===== config.mk =====
export PLATFORM = sky130hd
export DESIGN_NAME = ysyx_23060184_issue_ctrl
export DESIGN_NICKNAME = d
export VERILOG_FILES = /design/src/rtl/ysyx_23060184_issue_ctrl.sv
export SDC_FILE = /design/constraint.sdc
export NUM_CORES = 1
export LEC_CHECK = 0
export CORE_UTILIZATION = 25
export DETAILED_ROUTE_END_ITERATION = 16
export PLACE_DENSITY_LB_ADDON = 0.2
export SKIP_CTS_REPAIR_TIMING = 1
export SLEW_MARGIN = 20
export SYNTH_ARGS = -nofsm -noshare
export SYNTH_HDL_FRONTEND = slang
export SYNTH_SLANG_ARGS = --single-unit

===== constraint.sdc =====
create_clock -name clk -period 5.83 [get_ports clk]
set_clock_uncertainty 0.05 [all_clocks]
set_input_delay 0.8745 -clock clk [delete_from_list [all_inputs] [get_ports clk]]
set_output_delay 0.8745 -clock clk [all_outputs]
set_load 0.005 [all_outputs]

===== src/rtl/ysyx_23060184_issue_ctrl.sv =====
// Decode-stage issue controller: scoreboards pending GPR writes, caps in-flight
// instructions and serialises ecall/mret/CSR writes behind a pipeline drain.
module ysyx_23060184_issue_ctrl #(
   parameter int unsigned NREG         = 32,
   parameter int unsigned CNT_W        = 2,
   parameter int unsigned MAX_INFLIGHT = 3,
   parameter int unsigned IF_W         = 2
) (
   input  logic            clk,
   input  logic            rst,
   input  logic            Ivalid,
   input  logic            Eready,
   input  logic [4:0]      Rs1D,
   input  logic [4:0]      Rs2D,
   input  logic [4:0]      RdD,
   input  logic            UseRs1D,
   input  logic            UseRs2D,
   input  logic            RegWriteD,
   input  logic            SerialD,
   input  logic            Wvalid,
   input  logic            RegWriteW,
   input  logic [4:0]      RdW,
   output logic            Dvalid,
   output logic            Dready,
   output logic            Stall,
   output logic [IF_W-1:0] Inflight,
   output logic            Err
);

   typedef enum logic [1:0] {
      S_RUN,
      S_DRAIN,
      S_HOLD
   } state_t;

   state_t           state_q, state_d;
   logic [CNT_W-1:0] pend_q [NREG];
   logic [CNT_W-1:0] pend_d [NREG];
   logic [IF_W-1:0]  inflight_q, inflight_d;
   logic             err_q, err_d;

   logic raw, waw, full, ok, fire;
   logic wr_d_en, wr_w_en;
   logic under_if, under_pend;

   // No bypass: hazards look only at registered scoreboard state.
   always_comb begin
      raw  = (UseRs1D && (Rs1D != '0) && (pend_q[Rs1D] != '0)) ||
             (UseRs2D && (Rs2D != '0) && (pend_q[Rs2D] != '0));
      waw  = RegWriteD && (RdD != '0) && (pend_q[RdD] == '1);
      full = (inflight_q == IF_W'(MAX_INFLIGHT));
      ok   = (state_q == S_RUN) && !raw && !waw && !full &&
             (!SerialD || (inflight_q == '0));
      Dvalid  = !rst && Ivalid && ok;
      Dready  = !rst && Eready && ok;
      Stall   = !rst && Ivalid && !ok;
      fire    = Dvalid && Eready;
      wr_d_en = fire && RegWriteD;
      wr_w_en = Wvalid && RegWriteW;
   end

   always_comb begin
      pend_d     = pend_q;
      pend_d[0]  = '0;
      under_pend = 1'b0;
      for (int unsigned i = 1; i < NREG; i++) begin
         if (wr_d_en && (RdD == 5'(i)) && !(wr_w_en && (RdW == 5'(i)))) begin
            pend_d[i] = pend_q[i] + CNT_W'(1);
         end else if (wr_w_en && (RdW == 5'(i)) && !(wr_d_en && (RdD == 5'(i)))) begin
            if (pend_q[i] == '0) begin
               under_pend = 1'b1;
            end else begin
               pend_d[i] = pend_q[i] - CNT_W'(1);
            end
         end
      end
   end

   always_comb begin
      inflight_d = inflight_q;
      under_if   = Wvalid && (inflight_q == '0);
      if (fire && !Wvalid) begin
         inflight_d = inflight_q + IF_W'(1);
      end else if (!fire && Wvalid && (inflight_q != '0)) begin
         inflight_d = inflight_q - IF_W'(1);
      end
      err_d = err_q || under_if || under_pend;
   end

   // DRAIN waits for the pipe to empty before the serial op may issue;
   // HOLD blocks everything until that serial op itself retires.
   always_comb begin
      state_d = state_q;
      case (state_q)
         S_RUN: begin
            if (Ivalid && SerialD && (inflight_q != '0)) begin
               state_d = S_DRAIN;
            end else if (fire && SerialD) begin
               state_d = S_HOLD;
            end
         end
         S_DRAIN: begin
            if (inflight_q == '0) state_d = S_RUN;
         end
         S_HOLD: begin
            if (Wvalid && (inflight_q == IF_W'(1))) state_d = S_RUN;
         end
         default: state_d = S_RUN;
      endcase
   end

   always_ff @(posedge clk or posedge rst) begin
      if (rst) begin
         state_q    <= S_RUN;
         pend_q     <= '{default: '0};
         inflight_q <= '0;
         err_q      <= 1'b0;
      end else begin
         state_q    <= state_d;
         pend_q     <= pend_d;
         inflight_q <= inflight_d;
         err_q      <= err_d;
      end
   end

   assign Inflight = inflight_q;
   assign Err      = err_q;

endmodule


==> results of run 1 <==
-- state kept, by name, indices dropped and copies added (netlist names) --
name      cells
Err           1
Inflight      2
pend_q       62
state_q       2
-- cells in the final DEF, fill, tap and decap left out, drive strengths merged, types with 4 or more instances in the layout --
cell / count
nand2: 134
o21ai: 99
nor2: 82
inv: 72
dfrtp: 67
ha: 65
nor2b: 62
clkdlybuf4s50: 35
nor3b: 32
nor3: 26
or2: 22
nand3: 21
a21oi: 19
nor4b: 19
or3: 17
mux4: 15
buf: 14
a211oi: 11
clkbuf: 11
nand2b: 8
o22ai: 5
a311oi: 5
a31oi: 5
or4: 4
mux2i: 4
nor4: 4
mux2: 4
-- critical path, stage by stage --
cell and delay (ns):
clkdlybuf4s50_1 0.76, mux4_2 0.56, mux4_2 0.46, a21boi_1 0.16, and4bb_2 0.33, nand4_2 0.11, buf_4 0.24, or3_1 0.41
inv_1 0.08, ha_1 0.18, inv_1 0.09, a32o_1 0.22, a311oi_1 0.55, nand4_1 0.26, or3_1 0.35
-- logic make-up (layout without fill, tap and decap cells) --
kind of cell    count (synthesis)  in the layout  share of synthesized area, %
simple gates                  442            442                         35.09
compound gates                161            161                         14.31
buf+inv                        93            137                         5.624
flops                          67             67                         25.81
fa+ha+maj                      65             65                         12.52
mux                            23             23                         6.510
xor+xnor                        1              1                        0.1348
other cells                     0              1                             0
-- power by group --
group,switching [uW],leakage (uW),internal (uW)
logic,139,0.00259,107
registers,26.5,0.000902,486
clock network,215,0.000145,341
total,381,0.00364,933
-- through the flow --
stage / area [sq um] / total power [uW] / utilization [%] / hold slack, ns / setup slack (ns)
6_report: 7580 / 1314 / 29.93 / 0.4148 / 0.3688
5_1_grt: 7577 / 1384 / 29.92 / 0.4589 / 0.2179
4_1_cts: 7577 / 1333 / 29.92 / 0.4167 / 0.4088
3_5_place_dp: 7282 / 766.0 / 28.75 / 0.4129 / 0.03698
3_3_place_gp: 7282 / 768.7 / 28.75 / 0.4152 / 0.09590
2_1_floorplan: 6496 / 657.7 / - / 0.3853 / 1.267
-- area by class of cell --
type | count | area share [%]
Multi-Input combinational cell | 692 | 58.77
Clock buffer | 11 | 3.202
Antenna cell | 1 | 0.03301
Sequential cell | 67 | 22.12
Clock inverter | 5 | 0.6933
Tap cell | 330 | 5.447
Timing Repair Buffer | 49 | 6.174
Inverter | 72 | 3.566
-- worst min path at each step --
stage	from	to	slack [ns]	cells after the start
3_5_place_dp	state_q[1]$_DFFE_PP0P_	state_q[0]$_DFFE_PP0P_	0.41	1
6_report	state_q[1]$_DFFE_PP0P_	state_q[0]$_DFFE_PP0P_	0.41	1
3_3_place_gp	state_q[1]$_DFFE_PP0P_	state_q[0]$_DFFE_PP0P_	0.42	1
4_1_cts	state_q[1]$_DFFE_PP0P_	state_q[0]$_DFFE_PP0P_	0.42	1
5_1_grt	state_q[1]$_DFFE_PP0P_	state_q[0]$_DFFE_PP0P_	0.46	1
2_1_floorplan	state_q[1]$_DFFE_PP0P_	state_q[0]$_DFFE_PP0P_	0.39	1
-- metal layers --
layer,share of wire (%),GRT usage (%),up-vias
met3,6.6,3.961,27
li1,-,-,3037
met1,47,22.66,2948
met5,0,0,-
met2,44,26.43,169
met4,1.9,4.758,0
==> flow_metrics.tcl, run 1 <==
set metrics [dict create \
    hold_viol 0 \
    wl_per_cell_um 17.37 \
    synth.most_common_cell "nand2_1" \
    initial_core_util_pct 25.65 \
    yosysUniqueCellTypes 52 \
    synth_top_cell_by_area "dfrtp_1" \
    area_delta_synth_final_pct 16.68 \
    rows 58 \
    drtAntennaViolNets 0 \
    critical_path_arrival_ns 5.64 \
    synthTopCellsByCount "134 x nand2_1, 96 x o21ai_0, 82 x nor2_1" \
    reg2reg_from "pend_q[7]$_DFFE_PP0P_" \
    clkSlewWorstSetupHoldPaths_ns 0.06 \
    status "finished, final reports clean" \
    cp-start-kind "primary input" \
    worst-slew-pin-transition_ns 0.9065 \
    maxCapViolations 0 \
    grt_usage_pct 16.78 \
    fin_crit_ns 5.461 \
    worstSetupPathType "in2reg" \
    timing.rr.end "Err$_DFF_PP0_" \
    max-slew-margin-rel_pct 39.56 \
    antenna_found_initial 0 \
    worstPathRequired_ns 6.01 \
    ys_ff_latch 67 \
    grt_pass1_wl_mm 33.60 \
    htreeDepth 3 \
    clock_sinks 67 \
    maxSlewViolCount 0 \
    leakage_uw 0.003641 \
    multi_input_area_sq_um 4454 \
    crit_fanout 18 \
    timing.fmax_mhz 183.1 \
    yosysSeqAreaShare_pct 25.81 \
    syn-num-nets 947 \
    first_global_vias 5789 \
    final_nets 986 \
    fin_cells 1227 \
    setup_tns_ns 0 \
    hp-class "reg2reg" \
    grt_max_degree 68 \
    syn_avg_cell_area_sq_um 7.625 \
    endpoint "Err$_DFF_PP0_" \
    period_share_pct 93.67 \
    dieHeight_um 163.2 \
    viasPerCell 5.037 \
    dr.pass1.iters 5 \
    reg2reg_slack_ns 1.23 \
    cp-end-kind "flop" \
    synthesis.area_sq_um 6496 \
    synth_area_leaders "dfrtp_1 26%, ha_1 13%, nand2_1 7.7%" \
    die-area_sq_um 26630 \
    r2r_cells 14 \
    cts-root-buf "clkbuf_16" \
    core_area_sq_um 25330 \
    drc 0 \
    cts_max_path_buffers 2 \
    rsz0062_at_grt "false" \
    numPlacedInstances 1210 \
    finalSetupViolCount 0 \
    synth_top_area_share_pct 25.81 \
    layout-drive-gt1-share_pct 5.804 \
    ys_warn_count 0 \
    ir_drop_uv 122.8 \
    dr.first_iter.drc_count 608 \
    dp_hpwl_mm 16.59 \
    io_pins 36 \
    grt-ovfl-total 0 \
    clock_latency_ns 0.35 \
    cts_buffers 9 \
    die_x_um 163.2 \
    synth_edf_count 0 \
    p_per_area_nw_per_um2 173.4 \
    totalWireLength_mm 21.31 \
    startpoint "RdD[0]" \
    syn_inst 852 \
    port_buffers 35 \
    vias 6181 \
    async_flop_share_pct 100.0 \
    synth_ff_type "dfrtp_1" \
    cts_tree "done" \
    seq_area_sq_um 1677 \
    n_fill_cell 2732 \
    place_congestion 0.9097 \
]
Note: power is estimated with default switching activity, not from simulation.
==> run 2: changes to the inputs <==
Settings changed: GPL_TIMING_DRIVEN from default to 0.
==> run 2 against run 1 <==
Core utilization increased by 0.20 points. Via count hardly changed. Wire length rose by 2.2%. Sequential cell count unchanged. Clock power rose by 11%. Maximum frequency down 2.3%. Cell count increased by 0.33%. Sequential power is essentially flat.
==> flow_metrics.tcl, run 2 (same netlist as run 1, synthesis figures left out) <==
set metrics [dict create \
    status "finished, final reports clean" \
    hold_viol 0 \
    p_comb_share_pct 18.2 \
    finalSetupViolCount 0 \
    leakage_uw 0.003655 \
    worstSetupPathType "in2reg" \
    fin_area_sq_um 7631 \
    clkPwrFrac_pct 44.8 \
    hp-class "reg2reg" \
    dr.pass1.iters 5 \
    worst-slew-pin-transition_ns 0.7485 \
    final_nets 991 \
    place_congestion 0.8948 \
    p_per_area_nw_per_um2 181.2 \
    setup_tns_ns 0 \
    clkSlewWorstSetupHoldPaths_ns 0.06 \
    largest_register_ffs 62 \
    grt-ovfl-total 0 \
    cts_max_path_buffers 2 \
    antenna_found_initial 0 \
    max-slew-margin-rel_pct 49.40 \
    seq_area_sq_um 1677 \
    cp-end-kind "flop" \
    drc 0 \
    grt_max_degree 50 \
    die-area_sq_um 26630 \
    diodes 0 \
    n_fill_cell 2726 \
    ir_drop_uv 122.1 \
    cts_tree "done" \
    grt_usage_pct 17.09 \
    p_int_uw 988.1 \
    p_switching_uw 394.9 \
    core_area_sq_um 25330 \
    worstPathRequired_ns 6.00 \
    numPlacedInstances 1215 \
    layout-drive-gt1-share_pct 6.104 \
    critical_path_arrival_ns 5.76 \
    port_buffers 32 \
    cts_buffers 9 \
    p_sw_share_pct 28.56 \
    rows 58 \
    maxCapViolations 0 \
    seqPwrFrac_pct 37.1 \
    maxSlewViolCount 0 \
    dp_hpwl_mm 16.75 \
    period_share_pct 95.91 \
    die_x_um 163.2 \
    regMostFlops "pend_q" \
    crit_fanout 10 \
    clock_sinks 67 \
    grt_pass1_wl_mm 34.08 \
    wl_per_cell_um 17.69 \
    fin_util_pct 30.13 \
    viasPerCell 5.019 \
    htreeDepth 3 \
    place_area_sq_um 7259 \
    dieHeight_um 163.2 \
    vias 6178 \
    multi_input_area_sq_um 4487 \
    layout_commonest_cell "nand2_1" \
    timing.fmax_mhz 178.8 \
    p_total_uw 1383 \
    cts-root-buf "clkbuf_16" \
    totalWireLength_mm 21.78 \
    cp-start-kind "primary input" \
    drtAntennaViolNets 0 \
    fin_cells 1231 \
    initial_core_util_pct 25.65 \
    rsz0062_at_grt "false" \
    mostFrequentLayoutCells "134 x nand2_1, 96 x o21ai_0, 82 x nor2_1" \
    first_global_vias 5746 \
    fin_crit_ns 5.591 \
    io_pins 36 \
    dr.first_iter.drc_count 491 \
    clock_latency_ns 0.35 \
    area_delta_synth_final_pct 17.47 \
]
run 2: cell types whose count changed in the layout (fill, tap and decap cells not counted), moves of 2 or more:
cell / delta
buf_2: +2
clkdlybuf4s50_1: -3
clkbuf_1: +8
buf_4: -11
clkbuf_2: +5
run 2: metal layers:
layer	global-route usage, %	up-vias	wire length (um)
met1	23.58	2937	10500
met3	3.352	29	1178
li1	-	3049	-
met5	1.326	-	45
met4	6.202	2	571
met2	26.04	161	9487
run 2: power by group through the flow:
| stage | Sequential (uW) | Combinational, uW | Clock [uW] |
|---|---|---|---|
| final | 512 | 252 | 619 |
| after global routing | 516 | 281 | 658 |
| after floorplan | 514 | 144 | 0 |
| after CTS | 512 | 247 | 635 |
| after global placement | 521 | 242 | 0 |
| after detailed placement | 520 | 246 | 0 |
run 2: path summary, 6_finish.rpt:
path,startpoint,end,slack (ns),depth (start not counted)
max reg2reg,pend_q[29]$_DFFE_PP0P_,Err$_DFF_PP0_,1.11,14
min,state_q[1]$_DFFE_PP0P_,state_q[0]$_DFFE_PP0P_,0.43,1
min reg2reg,state_q[1]$_DFFE_PP0P_,state_q[0]$_DFFE_PP0P_,0.43,1
min in group asynchronous,rst,state_q[0]$_DFFE_PP0P_,0.85,2
max,RdD[1],Err$_DFF_PP0_,0.24,17
max in group asynchronous,rst,pend_q[40]$_DFFE_PP0P_,4.29,3
run 2: cell type report:
cell class / count / share of cell area (%)
clock inverter: 5 / 0.9838
sequential: 67 / 21.97
multi-input combinational: 692 / 58.80
tap: 330 / 5.411
inverter: 72 / 3.574
clock buffer: 11 / 3.312
buffer: 21 / 1.394
timing repair buffer: 33 / 4.558
run 2: critical path, cell delays in order:
cell and delay (ns):
clkdlybuf4s50_1 0.59, buf_4 0.27, clkbuf_4 0.28, o21ai_0 0.19
mux4_2 0.48, o221a_2 0.32, nor2_1 0.23, nand4_4 0.24
clkbuf_2 0.33, or3_1 0.45, inv_1 0.08, ha_1 0.21
nor2b_1 0.07, a32o_1 0.23, a311oi_2 0.38, nand4_1 0.17
or3_1 0.36
run 2: through the flow:
stage | hold slack, ns | worst slack (ns)
finish | 0.4308 | 0.2386
global placement | 0.4193 | -0.5954
CTS | 0.4266 | -0.2306
floorplan | 0.3853 | 1.267
global route | 0.4538 | 0.06900
detailed placement | 0.4111 | -0.6041
